===== src/rtl/bus_pkg.sv =====
// Shared system-bus definitions: slave-device field width, serial-bus mode
// encoding and the slave_port state encoding.
package bus_pkg;

  localparam int SLAVE_DEVICE_ADDR_WIDTH = 4;
  localparam int CNT_W = 8;

  typedef enum logic {
    MODE_READ  = 1'b0,
    MODE_WRITE = 1'b1
  } bus_mode_e;

  typedef enum logic [2:0] {
    SP_IDLE  = 3'd0,
    SP_ADDR  = 3'd1,
    SP_WDATA = 3'd2,
    SP_MREQ  = 3'd3,
    SP_RDATA = 3'd4
  } sp_state_e;

endpackage


===== src/rtl/slave_port_deser.sv =====
// Counter-indexed serial capture: bit idx_i of data lands in data_o[idx_i].
// done_o pulses when the last bit position is captured.
module serial_deser
  import bus_pkg::*;
#(
  parameter int WIDTH = 8
) (
  input  logic             clk,
  input  logic             rstn,
  input  logic             en_i,
  input  logic [CNT_W-1:0] idx_i,
  input  logic             bit_i,
  output logic [WIDTH-1:0] data_o,
  output logic             done_o
);

  logic [WIDTH-1:0] data_q, data_d;

  always_comb begin
    data_d = data_q;
    for (int i = 0; i < WIDTH; i++) begin
      if (en_i && (idx_i == CNT_W'(i))) data_d[i] = bit_i;
    end
  end

  always_ff @(posedge clk) begin
    if (!rstn) data_q <= '0;
    else       data_q <= data_d;
  end

  assign data_o = data_q;
  assign done_o = en_i && (idx_i == CNT_W'(WIDTH - 1));

endmodule


===== src/rtl/slave_port.sv =====
// Serial-bus slave endpoint: shifts in address (and write data), issues one
// valid/ready request to the device, and serialises read data back.
module slave_port
  import bus_pkg::*;
#(
  parameter int ADDR_WIDTH = 16 - SLAVE_DEVICE_ADDR_WIDTH,
  parameter int DATA_WIDTH = 8
) (
  input  logic                  clk,
  input  logic                  rstn,
  input  logic                  swdata,
  input  logic                  smode,
  input  logic                  mvalid,
  output logic                  srdata,
  output logic                  svalid,
  output logic                  sready,
  output logic [ADDR_WIDTH-1:0] daddr,
  output logic [DATA_WIDTH-1:0] dwdata,
  output logic                  dmode,
  output logic                  dvalid,
  input  logic                  dready,
  input  logic [DATA_WIDTH-1:0] drdata,
  output sp_state_e             dbg_state_o
);

  // Device handshake: a request is transferred on a cycle where dvalid and
  // dready are both high; dvalid, daddr, dwdata and dmode hold until then.

  sp_state_e             state_q, state_d;
  logic [CNT_W-1:0]      cnt_q, cnt_d;
  logic                  mode_q, mode_d;
  logic [DATA_WIDTH-1:0] rdata_q, rdata_d;
  logic                  srdata_q, srdata_d;
  logic                  svalid_q, svalid_d;

  logic                  addr_en, addr_done;
  logic                  data_en, data_done;
  logic [ADDR_WIDTH-1:0] addr_w;
  logic [DATA_WIDTH-1:0] wdata_w;
  logic [DATA_WIDTH-1:0] rshift;

  assign addr_en = mvalid && ((state_q == SP_IDLE) || (state_q == SP_ADDR));
  assign data_en = mvalid && (state_q == SP_WDATA);

  serial_deser #(.WIDTH(ADDR_WIDTH)) u_addr (
    .clk    (clk),
    .rstn   (rstn),
    .en_i   (addr_en),
    .idx_i  (cnt_q),
    .bit_i  (swdata),
    .data_o (addr_w),
    .done_o (addr_done)
  );

  serial_deser #(.WIDTH(DATA_WIDTH)) u_wdata (
    .clk    (clk),
    .rstn   (rstn),
    .en_i   (data_en),
    .idx_i  (cnt_q),
    .bit_i  (swdata),
    .data_o (wdata_w),
    .done_o (data_done)
  );

  assign rshift = rdata_q >> cnt_q;

  always_comb begin
    state_d  = state_q;
    cnt_d    = cnt_q;
    mode_d   = mode_q;
    rdata_d  = rdata_q;
    srdata_d = srdata_q;
    svalid_d = svalid_q;
    case (state_q)
      SP_IDLE: begin
        cnt_d = '0;
        if (mvalid) begin
          cnt_d   = CNT_W'(1);
          state_d = SP_ADDR;
        end
      end
      SP_ADDR: begin
        if (mvalid) begin
          if (addr_done) begin
            mode_d  = smode;
            cnt_d   = '0;
            state_d = (smode == MODE_WRITE) ? SP_WDATA : SP_MREQ;
          end else begin
            cnt_d = cnt_q + CNT_W'(1);
          end
        end
      end
      SP_WDATA: begin
        if (mvalid) begin
          if (data_done) begin
            cnt_d   = '0;
            state_d = SP_MREQ;
          end else begin
            cnt_d = cnt_q + CNT_W'(1);
          end
        end
      end
      SP_MREQ: begin
        if (dready) begin
          if (mode_q == MODE_WRITE) begin
            state_d = SP_IDLE;
          end else begin
            // Bit 0 goes out with the handshake so svalid starts next cycle.
            rdata_d  = drdata;
            srdata_d = drdata[0];
            svalid_d = 1'b1;
            cnt_d    = CNT_W'(1);
            state_d  = SP_RDATA;
          end
        end
      end
      SP_RDATA: begin
        if (cnt_q == CNT_W'(DATA_WIDTH)) begin
          svalid_d = 1'b0;
          cnt_d    = '0;
          state_d  = SP_IDLE;
        end else begin
          srdata_d = rshift[0];
          cnt_d    = cnt_q + CNT_W'(1);
        end
      end
      default: state_d = SP_IDLE;
    endcase
  end

  always_ff @(posedge clk) begin
    if (!rstn) begin
      state_q  <= SP_IDLE;
      cnt_q    <= '0;
      mode_q   <= 1'b0;
      rdata_q  <= '0;
      srdata_q <= 1'b0;
      svalid_q <= 1'b0;
    end else begin
      state_q  <= state_d;
      cnt_q    <= cnt_d;
      mode_q   <= mode_d;
      rdata_q  <= rdata_d;
      srdata_q <= srdata_d;
      svalid_q <= svalid_d;
    end
  end

  assign srdata      = srdata_q;
  assign svalid      = svalid_q;
  assign sready      = (state_q == SP_IDLE);
  assign dvalid      = (state_q == SP_MREQ);
  assign daddr       = addr_w;
  assign dwdata      = wdata_w;
  assign dmode       = mode_q;
  assign dbg_state_o = state_q;

endmodule


===== config.mk =====
export PLATFORM = sky130hd
export DESIGN_NAME = slave_port
export DESIGN_NICKNAME = d
export VERILOG_FILES = /design/src/rtl/bus_pkg.sv /design/src/rtl/slave_port_deser.sv /design/src/rtl/slave_port.sv
export SDC_FILE = /design/constraint.sdc
export NUM_CORES = 1
export LEC_CHECK = 0
export ABC_AREA = 1
export ABC_CLOCK_PERIOD_IN_PS = 2100
export CAP_MARGIN = 20
export CORE_AREA = 10 10 77 86
export DETAILED_ROUTE_END_ITERATION = 6
export DIE_AREA = 0 0 87 96
export GPL_ROUTABILITY_DRIVEN = 0
export MAX_ROUTING_LAYER = met4
export PLACE_DENSITY = 0.68
export REMOVE_ABC_BUFFERS = 1
export SYNTH_ARGS = -nofsm -noshare
export SYNTH_HDL_FRONTEND = slang
export SYNTH_SLANG_ARGS = --single-unit

===== constraint.sdc =====
create_clock -name clk -period 2.1 [get_ports clk]
set_input_delay 0.315 -clock clk [delete_from_list [all_inputs] [get_ports clk]]
set_output_delay 0.315 -clock clk [all_outputs]
set_load 0.02 [all_outputs]

---- Yosys cells after proc, flatten, opt, wreduce, memory -nomap -nowiden ----
Index checks and enable logic that the tools add are counted.
operators by class
  add/sub/neg operators ................... 1
  shift-type cells ........................ 1
  bitwise logic cells ..................... 1
  multiplexer cells ....................... 27
  eq/ne operators ......................... 24
  reduce and logical (&&, ||, !) cells .... 33
operators by type and width
  kind                 count
  $mux 8               7
  $pmux 8 s5           1
  $eq 8x3->1 const B   4
  $eq 8x4->1 const B   4
  $mux 3               8
  $logic_and 1x1->1    22
  $eq 8x2->1 const B   2
  $ne 2x2->1 const B   8
  $pmux 3 s5           1
  $add 8x1->8 const B  1
  $eq 8x1->1 const B   1
  $logic_not 8->1      1
  $mux 1               8
  $reduce_and 4->1     2
  $shr 8x8->1          1
  $reduce_and 7->1     1
  $eq 3x2->1 const B   2
  $reduce_and 3->1     2
  $reduce_and 5->1     1
  $reduce_bool 5->1    1
  $pmux 1 s2           2
  $eq 3x1->1 const B   1
  $eq 3x3->1 const B   1
  $logic_not 3->1      1
  other kinds (4)      4
word-level totals
  output and inout bits ................... 28
  input port bits ......................... 14
  flip-flop bits (word level) ............. 42
  logic and storage cells ................. 113

---- Depth between registers and ports, before layout ----
  depth after elaboration ................. 7
  mapped depth ............................ 11
  depth with buffers taken out ............ 10

---- Hierarchy ----
From an unflattened synthesis, not the netlist that was laid out.
unflattened totals
  cells, all modules ...................... 363
  area, all modules ....................... 2389.8 µm²
by module, submodules not included
  module                   cells an instance  times used  sequential area each (µm²)  area each (µm²)
  slave_port               209                1           440.4                       1320.0
  serial_deser at u_addr   88                 1           240.2                       624.3
  serial_deser at u_wdata  66                 1           160.2                       445.4

---- Worst setup path before layout ----
Ideal clock, no wire load.
  path kind ............................... register to register
  start ................................... register state_q[1] (netlist: dbg_state_o[1])
  end ..................................... register cnt_q[0]
  cell stages (with the launch flop) ...... 8
  arrival time ............................ 1.490 ns
  clock period less this slack ............ 1.608 ns
  path buffers ............................ 0
  library setup time ...................... 0.118 ns
  data required time ...................... 1.982 ns
  slack ................................... 0.492 ns
  cells stage by stage .................... dfxtp_1 -> inv_2 -> nor3_4 -> o21ai_2 -> nand3_4 -> inv_2 -> o21ai_1 -> a21oi_2
between the ends
  elaborated cells between the ends (all ways) .. 21
  classes of those cells .................. eq/ne (8); mux (5); reduce/logical (8)
RTL lines
  what                                                       line               RTL
  start, declared                                            slave_port.sv:29   sp_state_e state_q, state_d;
  start signal, assigned                                     slave_port.sv:140  state_q <= state_d;
  $eq 3x2->1 *                                               n/a
  via dvalid                                                 slave_port.sv:20   output logic dvalid,
  $reduce_bool 5->1 (no line), or another cell as far along  n/a
  $reduce_and 5->1 (no line)                                 n/a
  end signal, assigned                                       slave_port.sv:141  cnt_q <= cnt_d;
  end, declared                                              slave_port.sv:30   logic [CNT_W-1:0] cnt_q, cnt_d;
Mark *: on every way through the listed nets, which the timed path passes. The rest lies on a longest branch. The select of a mux whose other input is x is not followed.
A chain may end at the register's enable or synchronous reset.

---- Worst setup path after layout ----
  start ................................... register state_q[2] (netlist: dbg_state_o[2])
  end ..................................... output sready
between the ends
  word-level cells in the longest chain between the ends .. 1
ends and longest elaborated chain
  what             line               RTL
  $logic_not 3->1  slave_port.sv:151  assign sready = (state_q == SP_IDLE);
  end, declared    slave_port.sv:16   output logic sready,
Every way passes these cells.

==> metrics.sh <==
STATUS='finished, final reports clean'
FP.DIEH_UM=96
POST_SYNTH.CELL_AREA_AVG_SQ_UM=7.14
CRITICAL_PATH_REQUIRED_NS=1.78
CRITPATHARRIVALTIME_NS=1.60
FP.DIEW_UM=87
TIMING.MAX_CAP.VIOLATIONS=0
POWER.IR.VDD_WORST_V=0.000528
CTS.REPAIR.RESIZED=0
WORST_PIN_SLEW_NS=0.560
GRT_FIRST_PASS_WIRELENGTH_UM=8960
TRITONCTS_CLOCK_TREE='built'
SYN-CELL-AREA_SQ_UM=2140
INITIAL_CORE_UTILIZATION_PCT=43.7
CP_NUM_BUF_INV=2
FIRST_GLOBAL_VIAS=1985
CRIT_PATH_CELLS='inv_2, nand2_1, nor2_1, clkdlybuf4s50_1'
MIN_PATH_TYPE='reg -> reg'
DRIVE_ABOVE_1_SHARE_PCT=10.8
CELLPOWERDENSITY_nW_PER_UM2=948
NUM_PORTS=42
SETUP.WORST_PATH.START='dbg_state_o[2]'
DETAIL-ROUTE-ANTENNA-NETS=0
MAXIMUM_NUMBER_OF_PINS_ON_ONE_NET_BEFORE_GLOBAL_ROUTE_REPAIR=17
TIMING.FMAX_MHz=523
FLOORPLAN.CORE_AREA_SQ_UM=4900
BUFFER_PORTS.INSERTED=41
CLOCK-SINKS=42
ANTENNA-DIODE-COUNT=0
FINAL_NET_COUNT=361
SYNTH_SEQ_CELLS=42
SETUP_VIOL_COUNT_FINAL=0
GRT_ANTENNA_BEFORE_REPAIR=0
CRIT_PATH_MAX_INCR_DELAY_NS=0.61
WORSTREG2REGSTART='cnt_q[0]'
WORST_CLOCK_SKEW_NS=0.00602
FIN_CRIT_NS=1.91
TRITONROUTE_PASS_1_ITERS=4
MAX-CLOCK-PATH-BUFFERS=2
POST_SYNTH_INST_COUNT=300
ROW_COUNT=27
WORSTSKEWPAIRLATENCY_NS=0.30
ROUTE.FINAL.WIRE_LENGTH_UM=5330
INITIALDRTVIOLATIONCOUNT=124
TIMING.CRITICAL_PATH.TO_TYPE='output pin'
AREA_GROWTH_PCT=27.3
DRC=0
GLOBALROUTE.TOTALOVERFLOW=0
UNREPAIRED_SETUP_ENDPOINTS_AFTER_GLOBAL_ROUTING='no'
SETUP_WS_FINAL_NS=0.189
CPMAXSTAGEDELAYCELL='clkdlybuf4s50_1'
TIMING.SETUP.TNS_NS=0
REPORTED_LEAKAGE_POWER_nW=1.05
POST_SYNTH_NUM_CELL_TYPES=32
CLOCK_TREE.ROOT_CELL='clkbuf_8'
FINAL.FILL_COUNT=496
YOSYSSEQAREASHARE_PCT=39.3
GLOBALROUTETOTALUTIL_PCT=13.4
WORST_PATH_DOMINANT_CELL_FAMILY='buffers and inverters'
VIA_COUNT=2062
FINALHOLDVIOLCOUNT=0
WL_PER_CELL_UM=13.3
PERIOD_SHARE_PCT=91.0
FF_LATCH_AREA_SQ_UM=841
POSTCTSSETUPBUFFERS=0
FINAL-MAX-SLEW-VIOLATION-COUNT=0
SETUP.WORST_PATH.CLASS='reg -> out'
CTS_HOLD_REPAIR.BUFFERS=0
CTS_BUFFERS=5
MULTI_INPUT_COMB_AREA_SQ_UM=1110
DETAILED_PLACE_HPWL_UM=4140
KIND_OF_START_POINT_OF_THE_CRITICAL_PATH='flip-flop'
DIE_AREA_SQ_UM=8350
MAX_SLEW_MARGIN_PCT=62.6
ROUTE.DETAILED.VIAS_PER_INST=5.13
CTSHTREEMAXLEVEL=2
START_POINT_OF_THE_WORST_MIN_DELAY_PATH='svalid'
CLK_PIN_SLEW_NS=0.08
YOSYSWARNINGS=0
DPL_WORST_SLACK_NS=0.228
TIMING.CRITICAL_PATH.FANOUT_MAX=5
synthesized netlist by cell type (all sizes together):
| library cell | n | area (sq um) |
|---|---|---|
| a21oi | 39 | 199 |
| a311oi | 3 | 26.3 |
| a31oi | 3 | 18.8 |
| buf | 6 | 38.8 |
| clkbuf | 5 | 18.8 |
| dfxtp | 42 | 841 |
| ha | 4 | 50.1 |
| inv | 36 | 135 |
| nand2 | 62 | 240 |
| nand3 | 25 | 148 |
| nand4 | 4 | 25.0 |
| nor2 | 28 | 125 |
| nor3 | 14 | 91.3 |
| nor4 | 2 | 12.5 |
| o21ai | 21 | 120 |
| o21bai | 3 | 26.3 |
| xor2 | 3 | 26.3 |
worst reg2reg max path: stages (launching register included):
cell and delay [ns]:
dfxtp_1 0.55, ha_1 0.23, nand3_1 0.08, nor2_1 0.25, nand2_1 0.13, nand2_1 0.10
nand3_1 0.14, o21ai_4 0.23, nor2_1 0.07
cell families after synthesis:
kind of cell / count (synthesis) / share of synthesized area, %
xor gates and xnor gates: 3 / 1.23
and+or+nand+nor: 135 / 30.0
AOI/OAI and AO/OA: 69 / 18.2
adders and majority gates: 4 / 2.34
DFF: 42 / 39.3
buffers and inverters: 47 / 9.00
state kept, by name, indices dropped and copies added (netlist names):
register        flops
cnt_q               8
dbg_state_o         3
dmode               1
rdata_q             8
srdata              1
svalid              1
u_addr.data_o      12
u_wdata.data_o      8
metal layers:
layer	track usage [%]	vias up	wire [um]
li1	-	1080	-
met1	15.9	925	2430
met2	21.9	50	2520
met3	3.13	7	316
met4	4.05	0	65
met5	-	-	0
report_power, final:
part / total (W) / internal [W] / switching [W] / leakage, nW
Sequential: 0.000955 / 0.000861 / 0.0000944 / 0.340
Clock: 0.000650 / 0.000356 / 0.000293 / 0.0585
Combinational: 0.000982 / 0.000352 / 0.000630 / 0.649
Total: 0.00259 / 0.00157 / 0.00102 / 1.05
cells in the final DEF (no fill, tap or decap), drive strengths merged:
cell type / Yosys / routed
dfxtp: 42 / 42
a31oi: 3 / 3
nand3: 25 / 25
a21oi: 39 / 39
nor2: 28 / 28
xor2: 3 / 3
a311oi: 3 / 3
o21ai: 21 / 21
o21bai: 3 / 3
inv: 36 / 37
clkinv: 0 / 1
nor4: 2 / 2
clkbuf: 5 / 5
buf: 6 / 6
nand4: 4 / 4
ha: 4 / 4
dlymetal6s2s: 0 / 1
clkdlybuf4s50: 0 / 40
nor3: 14 / 14
bufinv: 0 / 1
nand2: 62 / 62
worst paths after layout:
path	to	slack, ns	cells past startpoint
setup / recovery	sready	0.19	4
hold / removal	svalid	0.45	2
setup reg to reg	cnt_q[3]	0.22	8
hold reg to reg	svalid	0.45	2
final cells by class:
type | instances | area share, %
Inverter | 36 | 4.95
Timing Repair Buffer | 47 | 16.8
Sequential cell | 42 | 30.8
Clock inverter | 3 | 1.61
Clock buffer | 5 | 2.52
Multi-Input combinational cell | 211 | 40.6
Tap cell | 58 | 2.66
through the flow:
| stage | std cells | hold slack, ns | util, % | power, W | area, sq um |
|---|---|---|---|---|---|
| after floorplan | 289 | 0.424 | - | 0.00163 | 2080 |
| after global placement | 394 | 0.434 | 53.3 | 0.00195 | 2610 |
| final | 402 | 0.452 | 55.7 | 0.00259 | 2730 |
| after CTS | 402 | 0.456 | 55.6 | 0.00260 | 2730 |
| after global routing | 402 | 0.472 | 55.7 | 0.00276 | 2730 |
| after detailed placement | 394 | 0.442 | 53.3 | 0.00195 | 2610 |
Note: power is estimated with default switching activity, not from simulation.
==> variant: new RTL, same flow settings <==
Make the reset (`rstn`) asynchronous in 2 clocked blocks.
--- a/src/rtl/slave_port_deser.sv
+++ b/src/rtl/slave_port_deser.sv
@@ -23,7 +23,7 @@
     end
   end
 
-  always_ff @(posedge clk) begin
+  always_ff @(posedge clk or negedge rstn) begin
     if (!rstn) data_q <= '0;
     else       data_q <= data_d;
   end
--- a/src/rtl/slave_port.sv
+++ b/src/rtl/slave_port.sv
@@ -128,7 +128,7 @@
     endcase
   end
 
-  always_ff @(posedge clk) begin
+  always_ff @(posedge clk or negedge rstn) begin
     if (!rstn) begin
       state_q  <= SP_IDLE;
       cnt_q    <= '0;
Function: differs if rstn is asserted again (counterexample within 4 cycles, from zero or initial values and one cycle with rstn low); with rstn held inactive, the same outputs for 10 cycles.
==> variant against the original RTL <==
  * Setup slack lost 100 ps
  * Synthesized area is 9.7% higher
  * Sequential cell count did not move
  * Count of clock-buffer cells in the layout is 1 higher
  * First-iteration DRC count up 10%
  * Sequential share of layout area rose by 5.0 points
  * Global-route usage increased by 1.5 points
  * Wire length grew 5.2%
  * Final area is 7.5% higher
  * Cell count is 1.7% lower
  * Register-to-register slack improved by 150 ps
Power is not compared: it rests on default switching activity, and its combinational part moved more than twofold at a synthesized area within 25%.
==> variant: results (changes against the original RTL) <==
| Metric | Value |
|---|---|
| Outcome | `completed` |
| Largest net degree at the start of global routing | `24 (+7)` |
| R2r setup slk | `370 ps (+150 ps)` |
| Synth area leaders | `dfrtp_1 (45%), nand2_1 (11%), inv_1 (4.6%)` |
| Tot GR Track Use | `14.8% (+1.5 points)` |
| Post-Route Skew | `11.0 ps (+5.01 ps)` |
| Synth top cells by count | `nand2_1 (70), dfrtp_1 (42), inv_1 (29)` |
| Wire length per cell | `14.2 µm (+7.1%)` |
| Adder-Cell Fraction of Synth Area | `2.13% (-0.21 points)` |
| Number of global-route vias before repair | `2061 (+3.8%)` |
| Crit-path max FO | `6 (+1)` |
| CTS Buf Count | `5 (unchanged)` |
| Post-Synth XOR/XNOR Area | `0.373% (-0.85 points)` |
| Crit path capture | `dvalid` |
| Vias per cell | `5.25 (+2.4%)` |
| Cells on worst reg2reg path | `7 (-1)` |
| Mux contribution to synthesized area | `0% (unchanged)` |
| HPWL Detailed | `4.40 mm (+6.3%)` |
| Slew margin rel. | `64.2% (+1.6 points)` |
| Post-synth top area share | `44.7% (+5.5 points)` |
| Hold endpoint | `rdata_q[3]` |
| Crit path DAT | `1700 ps (+100 ps)` |
| Fill count | `482 (-2.8%)` |
| Hold Startpoint | `rdata_q[3]` |
| Initial detailed-routing violation count | `137 (+10%)` |
| First-pass GRT wire length | `9.83 mm (+9.8%)` |
| Final net count | `354 (-1.9%)` |
| Reg-to-reg critical path endpoint | `u_wdata.data_o[0]` |
| Synth cell types | `31 (-3.1%)` |
| Sequential cell area fraction in the yosys report | `44.7% (+5.5 points)` |
| Worst-skew pair later-pin latency | `300 ps (about the same)` |
| CP startpoint | `dbg_state_o[1]` |
| Synth Area in Compound Gates | `14.9% (-3.3 points)` |
| Post-synth ARST share | `100% (+100 points)` |
| Share of cells above drive strength 1 | `14.5% (+3.8 points)` |
==> variant: changes by cell type after synthesis, sizes merged, moves of 4 or more <==
cell and change:
nand2 +18, o21ai +4, a31oi +9, a21oi -23
nand3 -4, dfxtp -42, nor3 -6, inv -4
dfrtp +42
==> variant: critical path, stage by stage, from the launching register on <==
cell             delay [ps]
dfrtp_1                 510
nand2_2                 130
nor2_4                  140
clkdlybuf4s50_1         620
==> variant: layout make-up <==
type	instances	share of cell area, %
sequential	42	35.8
inverter	34	4.35
clock buffer	6	2.82
multi-input combinational	206	38.1
clock inverter	2	0.427
timing repair buffer	47	16.0
tap	58	2.47
==> variant: cell families after synthesis <==
kind of cell / Yosys count
xor gates and xnor gates: 1
buffers and inverters: 42
DFF: 42
and+or+nand+nor: 142
AOI/OAI and AO/OA: 59
adders and majority gates: 4
==> variant: metrics by stage <==
stage	hold slack [ps]	util (%)	setup slack, ps	cells	cell area (µm²)
after floorplan	19.4	-	435	282	2300
after global placement	302	57.7	287	386	2830
after detailed placement	305	57.7	301	386	2830
after CTS	492	59.8	56.1	395	2930
after global routing	513	59.9	27.5	395	2930
final	485	59.9	89.2	395	2930
==> variant: routing by layer <==
metal	global-route usage (%)	vias up	wire length, µm
li1	-	1049	-
met1	18.4	959	2530
met2	22.4	59	2650
met3	4.40	7	368
met4	5.27	0	65
met5	-	-	0
==> variant: power by group <==
group | internal (mW) | switching (mW)
registers | 1.09 | 0.216
logic | 0.798 | 1.21
clock network | 0.264 | 0.285
total | 2.15 | 1.71
==> variant: what timing repair did <==
action / 4_1_cts / 5_1_grt
setup endpoints to repair: 0 / 1
gates resized for setup: 0 / 1
endpoints found under the hold margin: 19 / 0
hold buffers: 1 / 0
